### src/rtl/game_pkg.sv
// Shared types and constants for the game loop around game_controller.
package game_pkg;

    typedef enum logic [1:0] {
        IDLE,
        ARMED,
        COOLDOWN
    } hit_state_t;

    localparam int unsigned SCREEN_W    = 640;
    localparam int unsigned BALL_SIZE   = 20;
    localparam int unsigned BALL_EXIT_X = SCREEN_W - BALL_SIZE;
    localparam int unsigned COORD_W     = 10;
    localparam int unsigned EDGE_W      = 11;
    localparam int unsigned SPEED_W     = 10;

    // Negative box edges pin to the left/top screen border.
    function automatic logic [EDGE_W-1:0] clamp_edge(input logic signed [EDGE_W-1:0] v);
        return v[EDGE_W-1] ? '0 : $unsigned(v);
    endfunction

endpackage

### src/rtl/hit_detector_if.sv
// Tracker / game_controller side signals of hit_detector.
interface hit_detector_if;

    logic       upscale;
    logic       frame_tick;
    logic       paddle_valid;
    logic [8:0] paddle_x;
    logic [7:0] paddle_y;
    logic [9:0] ball_x_in;
    logic [9:0] ball_y_in;
    logic       is_ball_moving_left;
    logic       collision_detected;
    logic [9:0] estimated_speed;
    logic       game_start;

    modport master (
        output upscale, frame_tick, paddle_valid, paddle_x, paddle_y,
               ball_x_in, ball_y_in, is_ball_moving_left,
        input  collision_detected, estimated_speed, game_start
    );

    modport slave (
        input  upscale, frame_tick, paddle_valid, paddle_x, paddle_y,
               ball_x_in, ball_y_in, is_ball_moving_left,
        output collision_detected, estimated_speed, game_start
    );

endinterface

### src/rtl/speed_estimator.sv
// Paddle motion magnitude: Manhattan step per sample, averaged over the last four.
module speed_estimator (
    input  logic       clk_25MHZ,
    input  logic       reset_n,
    input  logic       sample_valid,
    input  logic [9:0] x,
    input  logic [8:0] y,
    output logic [9:0] speed
);
    import game_pkg::*;

    localparam int unsigned SUM_W = EDGE_W + 2;

    logic [9:0]              prev_x;
    logic [8:0]              prev_y;
    logic                    prev_valid;
    logic [3:0][EDGE_W-1:0]  hist;
    logic                    push_q;

    logic [9:0]        dx_c;
    logic [8:0]        dy_c;
    logic [EDGE_W-1:0] d_c;
    logic [SUM_W-1:0]  sum_c;
    logic [EDGE_W-1:0] avg_c;

    always_comb begin
        dx_c  = (x >= prev_x) ? (x - prev_x) : (prev_x - x);
        dy_c  = (y >= prev_y) ? (y - prev_y) : (prev_y - y);
        d_c   = prev_valid ? (EDGE_W'(dx_c) + EDGE_W'(dy_c)) : '0;
        sum_c = SUM_W'(hist[0]) + SUM_W'(hist[1]) + SUM_W'(hist[2]) + SUM_W'(hist[3]);
        avg_c = EDGE_W'(sum_c >> 2);
    end

    // Cycle 1: step into history; cycle 2: saturated average.
    always_ff @(posedge clk_25MHZ or negedge reset_n) begin
        if (!reset_n) begin
            prev_x     <= '0;
            prev_y     <= '0;
            prev_valid <= 1'b0;
            hist       <= '0;
            push_q     <= 1'b0;
            speed      <= '0;
        end else begin
            push_q <= sample_valid;
            if (sample_valid) begin
                prev_x     <= x;
                prev_y     <= y;
                prev_valid <= 1'b1;
                hist       <= {hist[2:0], d_c};
            end
            if (push_q) begin
                speed <= (avg_c > EDGE_W'(1023)) ? SPEED_W'(1023) : avg_c[9:0];
            end
        end
    end

endmodule

### src/rtl/hit_detector.sv
// Start / hit / speed generation between the centroid tracker and game_controller.
module hit_detector #(
    parameter int unsigned BALL_SIZE       = game_pkg::BALL_SIZE,
    parameter int unsigned PADDLE_W        = 16,
    parameter int unsigned PADDLE_H        = 64,
    parameter int unsigned START_FRAMES    = 30,
    parameter int unsigned COOLDOWN_FRAMES = 8
) (
    input  logic           clk_25MHZ,
    input  logic           reset_n,
    hit_detector_if.slave  bus
);
    import game_pkg::*;

    localparam int unsigned HALF_W  = PADDLE_W / 2;
    localparam int unsigned HALF_H  = PADDLE_H / 2;
    localparam int unsigned START_W = $clog2(START_FRAMES + 1);
    localparam int unsigned COOL_W  = $clog2(COOLDOWN_FRAMES + 1);

    hit_state_t         state;
    logic [START_W-1:0] start_cnt;
    logic [COOL_W-1:0]  cool_cnt;
    logic               frame_seen;
    logic               game_start_q;
    logic               collision_q;
    logic [SPEED_W-1:0] speed_w;

    logic [9:0] px_q;
    logic [8:0] py_q;
    logic [9:0] map_x_c;
    logic [8:0] map_y_c;

    logic signed [EDGE_W-1:0] left_s_c, top_s_c;
    logic [EDGE_W-1:0] box_l_c, box_r_c, box_t_c, box_b_c;
    logic [EDGE_W-1:0] bx0_c, bx1_c, by0_c, by1_c;
    logic overlap_c, exit_c, frame_good_c;

    // Camera coords to display coords.
    always_comb begin
        map_x_c = {bus.paddle_x, 1'b0};
        map_y_c = bus.upscale ? {bus.paddle_y, 1'b0} : {1'b0, bus.paddle_y};
    end

    always_ff @(posedge clk_25MHZ or negedge reset_n) begin
        if (!reset_n) begin
            px_q <= '0;
            py_q <= '0;
        end else if (bus.paddle_valid) begin
            px_q <= map_x_c;
            py_q <= map_y_c;
        end
    end

    // Half-open boxes: overlap needs each start strictly below the other's end.
    always_comb begin
        left_s_c  = $signed({1'b0, px_q}) - $signed(EDGE_W'(HALF_W));
        top_s_c   = $signed({2'b00, py_q}) - $signed(EDGE_W'(HALF_H));
        box_l_c   = clamp_edge(left_s_c);
        box_t_c   = clamp_edge(top_s_c);
        box_r_c   = EDGE_W'(px_q) + EDGE_W'(HALF_W);
        box_b_c   = EDGE_W'(py_q) + EDGE_W'(HALF_H);
        bx0_c     = EDGE_W'(bus.ball_x_in);
        by0_c     = EDGE_W'(bus.ball_y_in);
        bx1_c     = bx0_c + EDGE_W'(BALL_SIZE);
        by1_c     = by0_c + EDGE_W'(BALL_SIZE);
        overlap_c = (bx0_c < box_r_c) && (bx1_c > box_l_c) &&
                    (by0_c < box_b_c) && (by1_c > box_t_c);
        exit_c    = !bus.is_ball_moving_left && (bus.ball_x_in >= COORD_W'(BALL_EXIT_X));
        frame_good_c = frame_seen || bus.paddle_valid;
    end

    // A paddle sample on the tick cycle belongs to the frame that is ending.
    always_ff @(posedge clk_25MHZ or negedge reset_n) begin
        if (!reset_n) begin
            frame_seen <= 1'b0;
        end else if (bus.frame_tick) begin
            frame_seen <= 1'b0;
        end else if (bus.paddle_valid) begin
            frame_seen <= 1'b1;
        end
    end

    always_ff @(posedge clk_25MHZ or negedge reset_n) begin
        if (!reset_n) begin
            state        <= IDLE;
            start_cnt    <= '0;
            cool_cnt     <= '0;
            game_start_q <= 1'b0;
            collision_q  <= 1'b0;
        end else begin
            game_start_q <= 1'b0;
            collision_q  <= 1'b0;
            case (state)
                IDLE: begin
                    if (bus.frame_tick) begin
                        if (!frame_good_c) begin
                            start_cnt <= '0;
                        end else if (start_cnt == START_W'(START_FRAMES - 1)) begin
                            start_cnt    <= '0;
                            game_start_q <= 1'b1;
                            state        <= ARMED;
                        end else begin
                            start_cnt <= start_cnt + START_W'(1);
                        end
                    end
                end
                ARMED: begin
                    if (bus.is_ball_moving_left && overlap_c) begin
                        collision_q <= 1'b1;
                        cool_cnt    <= COOL_W'(COOLDOWN_FRAMES);
                        state       <= COOLDOWN;
                    end else if (exit_c) begin
                        state <= IDLE;
                    end
                end
                COOLDOWN: begin
                    if (exit_c) begin
                        cool_cnt <= '0;
                        state    <= IDLE;
                    end else if (bus.frame_tick) begin
                        if (cool_cnt <= COOL_W'(1)) begin
                            cool_cnt <= '0;
                            state    <= ARMED;
                        end else begin
                            cool_cnt <= cool_cnt - COOL_W'(1);
                        end
                    end
                end
                default: state <= IDLE;
            endcase
        end
    end

    speed_estimator u_speed (
        .clk_25MHZ    (clk_25MHZ),
        .reset_n      (reset_n),
        .sample_valid (bus.paddle_valid),
        .x            (map_x_c),
        .y            (map_y_c),
        .speed        (speed_w)
    );

    assign bus.game_start         = game_start_q;
    assign bus.collision_detected = collision_q;
    assign bus.estimated_speed    = speed_w;

endmodule

### src/flat_wrapper.sv
// flat-port wrapper written by rule: the top's interface ports become plain ports
module hit_detector_flat import game_pkg::*;
#(
    parameter int unsigned BALL_SIZE       = game_pkg::BALL_SIZE,
    parameter int unsigned PADDLE_W        = 16,
    parameter int unsigned PADDLE_H        = 64,
    parameter int unsigned START_FRAMES    = 30,
    parameter int unsigned COOLDOWN_FRAMES = 8
)
  (clk_25MHZ, reset_n, bus_upscale, bus_frame_tick, bus_paddle_valid, bus_paddle_x, bus_paddle_y, bus_ball_x_in, bus_ball_y_in, bus_is_ball_moving_left, bus_collision_detected, bus_estimated_speed, bus_game_start);
  hit_detector_if bus_i ();
  input  logic clk_25MHZ;
  input  logic reset_n;
  input wire logic [$bits(bus_i.upscale)-1:0] bus_upscale;
  input wire logic [$bits(bus_i.frame_tick)-1:0] bus_frame_tick;
  input wire logic [$bits(bus_i.paddle_valid)-1:0] bus_paddle_valid;
  input wire logic [$bits(bus_i.paddle_x)-1:0] bus_paddle_x;
  input wire logic [$bits(bus_i.paddle_y)-1:0] bus_paddle_y;
  input wire logic [$bits(bus_i.ball_x_in)-1:0] bus_ball_x_in;
  input wire logic [$bits(bus_i.ball_y_in)-1:0] bus_ball_y_in;
  input wire logic [$bits(bus_i.is_ball_moving_left)-1:0] bus_is_ball_moving_left;
  output wire logic [$bits(bus_i.collision_detected)-1:0] bus_collision_detected;
  output wire logic [$bits(bus_i.estimated_speed)-1:0] bus_estimated_speed;
  output wire logic [$bits(bus_i.game_start)-1:0] bus_game_start;
  assign bus_i.upscale = bus_upscale;
  assign bus_i.frame_tick = bus_frame_tick;
  assign bus_i.paddle_valid = bus_paddle_valid;
  assign bus_i.paddle_x = bus_paddle_x;
  assign bus_i.paddle_y = bus_paddle_y;
  assign bus_i.ball_x_in = bus_ball_x_in;
  assign bus_i.ball_y_in = bus_ball_y_in;
  assign bus_i.is_ball_moving_left = bus_is_ball_moving_left;
  assign bus_collision_detected = bus_i.collision_detected;
  assign bus_estimated_speed = bus_i.estimated_speed;
  assign bus_game_start = bus_i.game_start;
  hit_detector #(.BALL_SIZE(BALL_SIZE), .PADDLE_W(PADDLE_W), .PADDLE_H(PADDLE_H), .START_FRAMES(START_FRAMES), .COOLDOWN_FRAMES(COOLDOWN_FRAMES)) u_core (.clk_25MHZ(clk_25MHZ), .reset_n(reset_n), .bus(bus_i));
endmodule
### config.mk
export PLATFORM = sky130hd
export DESIGN_NAME = hit_detector_flat
export DESIGN_NICKNAME = d
export VERILOG_FILES = /design/src/rtl/game_pkg.sv /design/src/rtl/hit_detector_if.sv /design/src/rtl/speed_estimator.sv /design/src/rtl/hit_detector.sv /design/src/flat_wrapper.sv
export SDC_FILE = /design/constraint.sdc
export NUM_CORES = 1
export LEC_CHECK = 0
export ABC_CLOCK_PERIOD_IN_PS = 5100
export BUFFER_PORTS_ARGS = -buffer_cell sky130_fd_sc_hd__buf_4
export CORE_UTILIZATION = 50
export CTS_CLUSTER_DIAMETER = 150
export DETAILED_ROUTE_END_ITERATION = 8
export PLACE_DENSITY_LB_ADDON = 0.05
export SYNTH_ARGS = -nofsm -noshare
export SYNTH_HDL_FRONTEND = slang
export SYNTH_HIERARCHICAL = 1
export SYNTH_SLANG_ARGS = --single-unit
### constraint.sdc
create_clock -name clk_25MHZ -period 5.1 [get_ports clk_25MHZ]
set_input_delay 0.255 -clock clk_25MHZ [delete_from_list [all_inputs] [get_ports clk_25MHZ]]
set_output_delay 0.255 -clock clk_25MHZ [all_outputs]
set_load 0.005 [all_outputs]
Yosys cells after proc, flatten, opt, wreduce, memory -nomap -nowiden
Cells that the tools add are included.

word-level totals
  register bits = 88
  input bits = 43
  output and inout port bits = 12
  logic and storage cells = 94

operators by class
  add/subtract/negate cells = 16
  $lt $le $gt $ge = 9
  eq/ne operators = 10
  mux-type cells = 31
  reductions and logical operators = 13

operator list
  operator                                                    count
  2-to-1 mux 10 bit                                           4
  adder 10 x 5 -> 11 bit (second input constant)              2
  > comparator 11 bit                                         2
  < comparator 10 x 11 -> 1 bit                               2
  subtractor 10 bit                                           2
  2-to-1 mux 9 bit                                            2
  subtractor 9 bit                                            2
  2-to-1 mux 2 bit                                            8
  2-to-1 mux 4 bit                                            4
  adder 12 x 11 -> 13 bit                                     1
  adder 13 x 11 -> 13 bit                                     1
  adder 11 x 11 -> 12 bit                                     1
  adder 10 x 4 -> 11 bit (second input constant)              1
  adder 10 x 9 -> 11 bit                                      1
  > comparator 11 x 10 -> 1 bit (second input constant)       1
  2-to-1 mux 11 bit                                           1
  subtractor 10 x 4 -> 11 bit (second input constant)         1
  adder 9 x 6 -> 10 bit (second input constant)               1
  greater-or-equal comparator 10 bit                          1
  greater-or-equal comparator 10 bit (second input constant)  1
  2-to-1 mux 5 bit                                            2
  subtractor 9 x 6 -> 10 bit (second input constant)          1
  greater-or-equal comparator 9 bit                           1
  2-to-1 mux 1 bit                                            8
  other kinds (20)                                            28

Depth between registers and ports, before layout
  depth in word-level cells = 9
  gate-level depth with buffers = 21
  mapped depth without buffers = 19

Hierarchy
Netlist, hierarchy kept.

by module, submodules not included
  module           instances  cells an instance  area an instance (um^2)  sequential area each (um^2)
  speed_estimator  1          645                5,733.0                  1,876.8
  hit_detector     1          340                2,940.3                  800.8

Least setup slack after synthesis
OpenSTA, ideal clock, no wires.

  path type = input-to-reg
  start point = input bus_upscale
  end point = register u_core/u_speed/hist[8] (netlist name)
  library setup time = 0.083 ns
  arrival time = 4.165 ns
  required time = 5.017 ns
  path slack = 0.853 ns
  stages = 19
  path buffers = 3
  cell sequence = clkbuf_1 -> mux2_2 -> inv_1 -> ha_1 -> buf_6 -> a21oi_4 -> o21ai_1 -> a2111o_1 -> o22ai_2 -> buf_6 -> mux2_2 -> fa_1 -> a211oi_1 -> o21a_1 -> o21bai_1 -> a21oi_1 -> xnor2_1 -> nand3_1 -> o21ai_0

on the way
  longest elaborated chain between the ends = 5
  elaborated cells between the ends (all ways) = 7
  classes of those cells = add/sub: 3; order compare: 1; mux: 3

RTL lines
  element                                                                       line                   source
  start: declaration                                                            flat_wrapper.sv:14     input wire logic [$bits(bus_i.upscale)-1:0] bus_upscale;
  2-to-1 mux 9 bit *                                                            hit_detector.sv:41     map_y_c = bus.upscale ? {bus.paddle_y, 1'b0} : {1'b0, bus.paddle_y};
  net u_core.map_y_c[4]                                                         hit_detector.sv:31     logic [8:0] map_y_c;
  subtractor 9 bit / greater-or-equal comparator 9 bit (equally long branches)  speed_estimator.sv:28  dy_c = (y >= prev_y) ? (y - prev_y) : (prev_y - y);
  2-to-1 mux 9 bit *                                                            speed_estimator.sv:28
  adder 10 x 9 -> 11 bit *                                                      speed_estimator.sv:29  d_c = prev_valid ? (EDGE_W'(dx_c) + EDGE_W'(dy_c)) : '0;
  2-to-1 mux 11 bit *                                                           speed_estimator.sv:29
  end signal: assignment                                                        speed_estimator.sv:49  hist <= {hist[2:0], d_c};
  end: declaration                                                              speed_estimator.sv:17  logic [3:0][EDGE_W-1:0] hist;

The timed path passes the listed nets; every way through them passes the cells marked *.
A chain may end at the register's enable or synchronous reset.

Worst setup path in the final report
Same ends and word-level chain as after synthesis.

==> reports/results.ini <==
[cells_and_area]
drive_gt1_share_pct=11.5
area_delta_synth_final_pct=10.2
finish.utilization_pct=57.0
layout_commonest_cell=inv_1
diodes=0
fin_cells=1251
final_cell_mix=inv_1, nand2_1, dfrtp_1
fin_nets=1196

[sta]
timing.hold.ws_ns=0.111
min_period_over_period_pct=78.0
worst-slew-pin-transition_ns=1.09
tns_ns=0
finalCriticalPeriod_ns=3.98
clock.fmax_mhz=251
fin_skew_ns=0.0131
finalHoldViolations=0
slew_viol_final=0
rsz0062_at_grt=no
slew_headroom_pct=26.6
setup_viol=0

[critical_path]
criticalPathCategory=primary input to register
worstReg2RegStart=u_core/u_speed/prev_x[3]$_DFFE_PN0P_
cp-start-kind=primary input
crit_arrival_ns=4.27
r2r_slack_ns=1.14
crit_path_end_kind=register
worst_path_most_repeated_cell=mux2_2
crit_required_ns=5.39
path_cells=buf_4 > mux2_2 > inv_1 > ha_1 > a21oi_4 > o21ai_1 > a2111o_1 > o22ai_2 > mux2_2 > fa_1 > a211oi_1 > o21a_1 > o21bai_1 > a21oi_1 > xnor2_1 > nand3_1 > o21ai_0
r2r_cells=14
critPathMaxFanout=9
slowest_stage=fa_1
r2r-end=u_core/u_speed/hist[8]$_DFFE_PN0P_
slowest_delay_ns=0.48

[cts]
cts_num_sinks=107
htreeDepth=3
cts_tree=yes
clockRootBuffer=clkbuf_16
clk_pin_slew_worst_paths_ns=0.08
insertion_delay_ns=0.37
cts_buffers=9
cts_buffer_depth=2

[floorplanning]
start_util_pct=51.8
die_h_um=134
io_pins=55
core_area_um2=16800
die_area_um2=17900
die_w_um=134
rows=47

[synth]
netlist_area_um2=8670
ys_ff_latch=107
synth_cell_types=71
yosys_warnings=6
async_reset_ff_share_pct=100
synth_seq_area_share_pct=30.9
postSynthCellCount=985
syn_area_per_cell_um2=8.81
ys.flop_type=dfrtp_1
synth_edf_count=0

[route]
wl_per_cell_um=14.7
drt_first_pass_iters=5
drt_first_iter_violations=294
routed_via_density=5.36
vias=6707
route.detailed.drc=0
wl_um=18300
antenna_left=0

[placement]
dp.cells=1234
routabilityCongestion=0.877
io_buffers=54
hpwl_um=14200

[hold_path]
hold_class=primary input to register
hp-start=bus_frame_tick
hold_depth=2
hold_end=u_core/frame_seen$_DFFE_PN0P_

[grt]
antenna_found_initial=0
grt_max_degree=66
grt_pass1_wl_um=32000
first_global_vias=6860
grt_use_total_pct=22.3
grt_overflow=0

[power]
power_density_nw_per_um2=503
p_leak_uw=0.00465
ir_drop_mv=0.375
power.total_uw=4810

[flow_run]
maxCapViolations=0

[run_status]
status=finished clean

## worst max path at each step
stage,end,cells past startpoint,slack [ns],start
final,u_core/u_speed/hist[8]$_DFFE_PN0P_,17,1.12,bus_upscale
after CTS,u_core/u_speed/hist[8]$_DFFE_PN0P_,17,1.13,bus_upscale
after floorplan,u_core/u_speed/hist[8]$_DFFE_PN0P_,19,0.85,bus_upscale
after global routing,u_core/u_speed/hist[8]$_DFFE_PN0P_,14,0.87,u_core/u_speed/prev_x[3]$_DFFE_PN0P_
after detailed placement,u_core/u_speed/hist[8]$_DFFE_PN0P_,17,0.75,bus_upscale
after global placement,u_core/u_speed/hist[8]$_DFFE_PN0P_,17,0.78,bus_upscale
## layer usage
layer / vias up / part of all wire (%) / GRT usage (%)
met3: 16 / 2.6 / 3.39
li1: 3426 / - / -
met5: - / 0 / 0
met2: 86 / 47 / 37.9
met4: 0 / 1.2 / 5.49
met1: 3179 / 49 / 29.8
## per-stage QoR
step / area, um^2 / setup slack (ns)
after global placement: 9260 / 0.778
after global routing: 9560 / 0.873
after detailed placement: 9260 / 0.752
after floorplan: 8680 / 0.853
final: 9560 / 1.12
after CTS: 9560 / 1.13
## timing repair
item	4_1_cts	5_1_grt
buffers inserted	0	0
resized for setup	0	0
hold buffers	1	0
endpoints found under the hold margin	42	0
## critical path: cells and delay by family
family | cells | cell delay, ns
compound gates | 9 | 1.94
buf+inv | 2 | 0.21
simple gates | 1 | 0.08
xor+xnor | 1 | 0.15
mux | 2 | 0.81
fa+ha+maj | 2 | 0.81
## layout make-up
class	count	area, um^2
clock inverter	6	53.8
sequential	107	2680
fill	1578	7200
tap	220	275
clock buffer	10	239
multi-input combinational	707	5330
inverter	141	529
timing repair buffer	60	453
## synth_stat cells, types with 4 or more instances
library cell	count	area [um^2]
o21a_1	4	30.0
xnor2_1	22	193
and2_1	4	25.0
a31oi_1	5	31.3
a211oi_1	10	75.1
nor3_1	13	65.1
nand2_1	108	405
clkbuf_1	26	97.6
o31ai_1	4	30.0
ha_1	100	1250
nor2_1	51	191
nand4_1	12	75.1
inv_1	141	529
or3_1	5	31.3
and3_1	8	50.1
nand2b_1	4	25.0
fa_1	27	541
o22ai_1	7	43.8
o21bai_1	4	30.0
dfrtp_1	107	2680
a21o_1	19	143
nor2b_1	10	62.6
mux2_2	24	270
mux2i_1	9	90.1
nand3_1	18	90.1
xor2_1	26	228
o21ai_0	101	505
a21oi_1	50	250
## flip-flops by register name, indices dropped and copies added, names as in the netlist, 2 cells and up
| name | cells |
|---|---|
| u_core/u_speed/hist | 44 |
| u_core/state | 2 |
| u_core/u_speed/speed | 10 |
| u_core/u_speed/prev_y | 9 |
| u_core/start_cnt | 5 |
| u_core/px_q | 9 |
| u_core/py_q | 9 |
| u_core/u_speed/prev_x | 10 |
| u_core/cool_cnt | 4 |
## kinds of logic after synthesis
family                   synth area share (%)
AO/OA/AOI/OAI                            18.3
XOR/XNOR                                 4.85
adder cells (fa/ha/maj)                  20.7
buffers and inverters                    7.75
flip-flops                               30.9
multiplexers                             4.15
other                                  0.0432
AND/OR/NAND/NOR                          13.4
## where the power goes
part           switching, uW  internal, uW
logic                   1610          1310
registers                120          1070
clock network            348           356
total                   2070          2730
(Power assumes the default switching activity.)
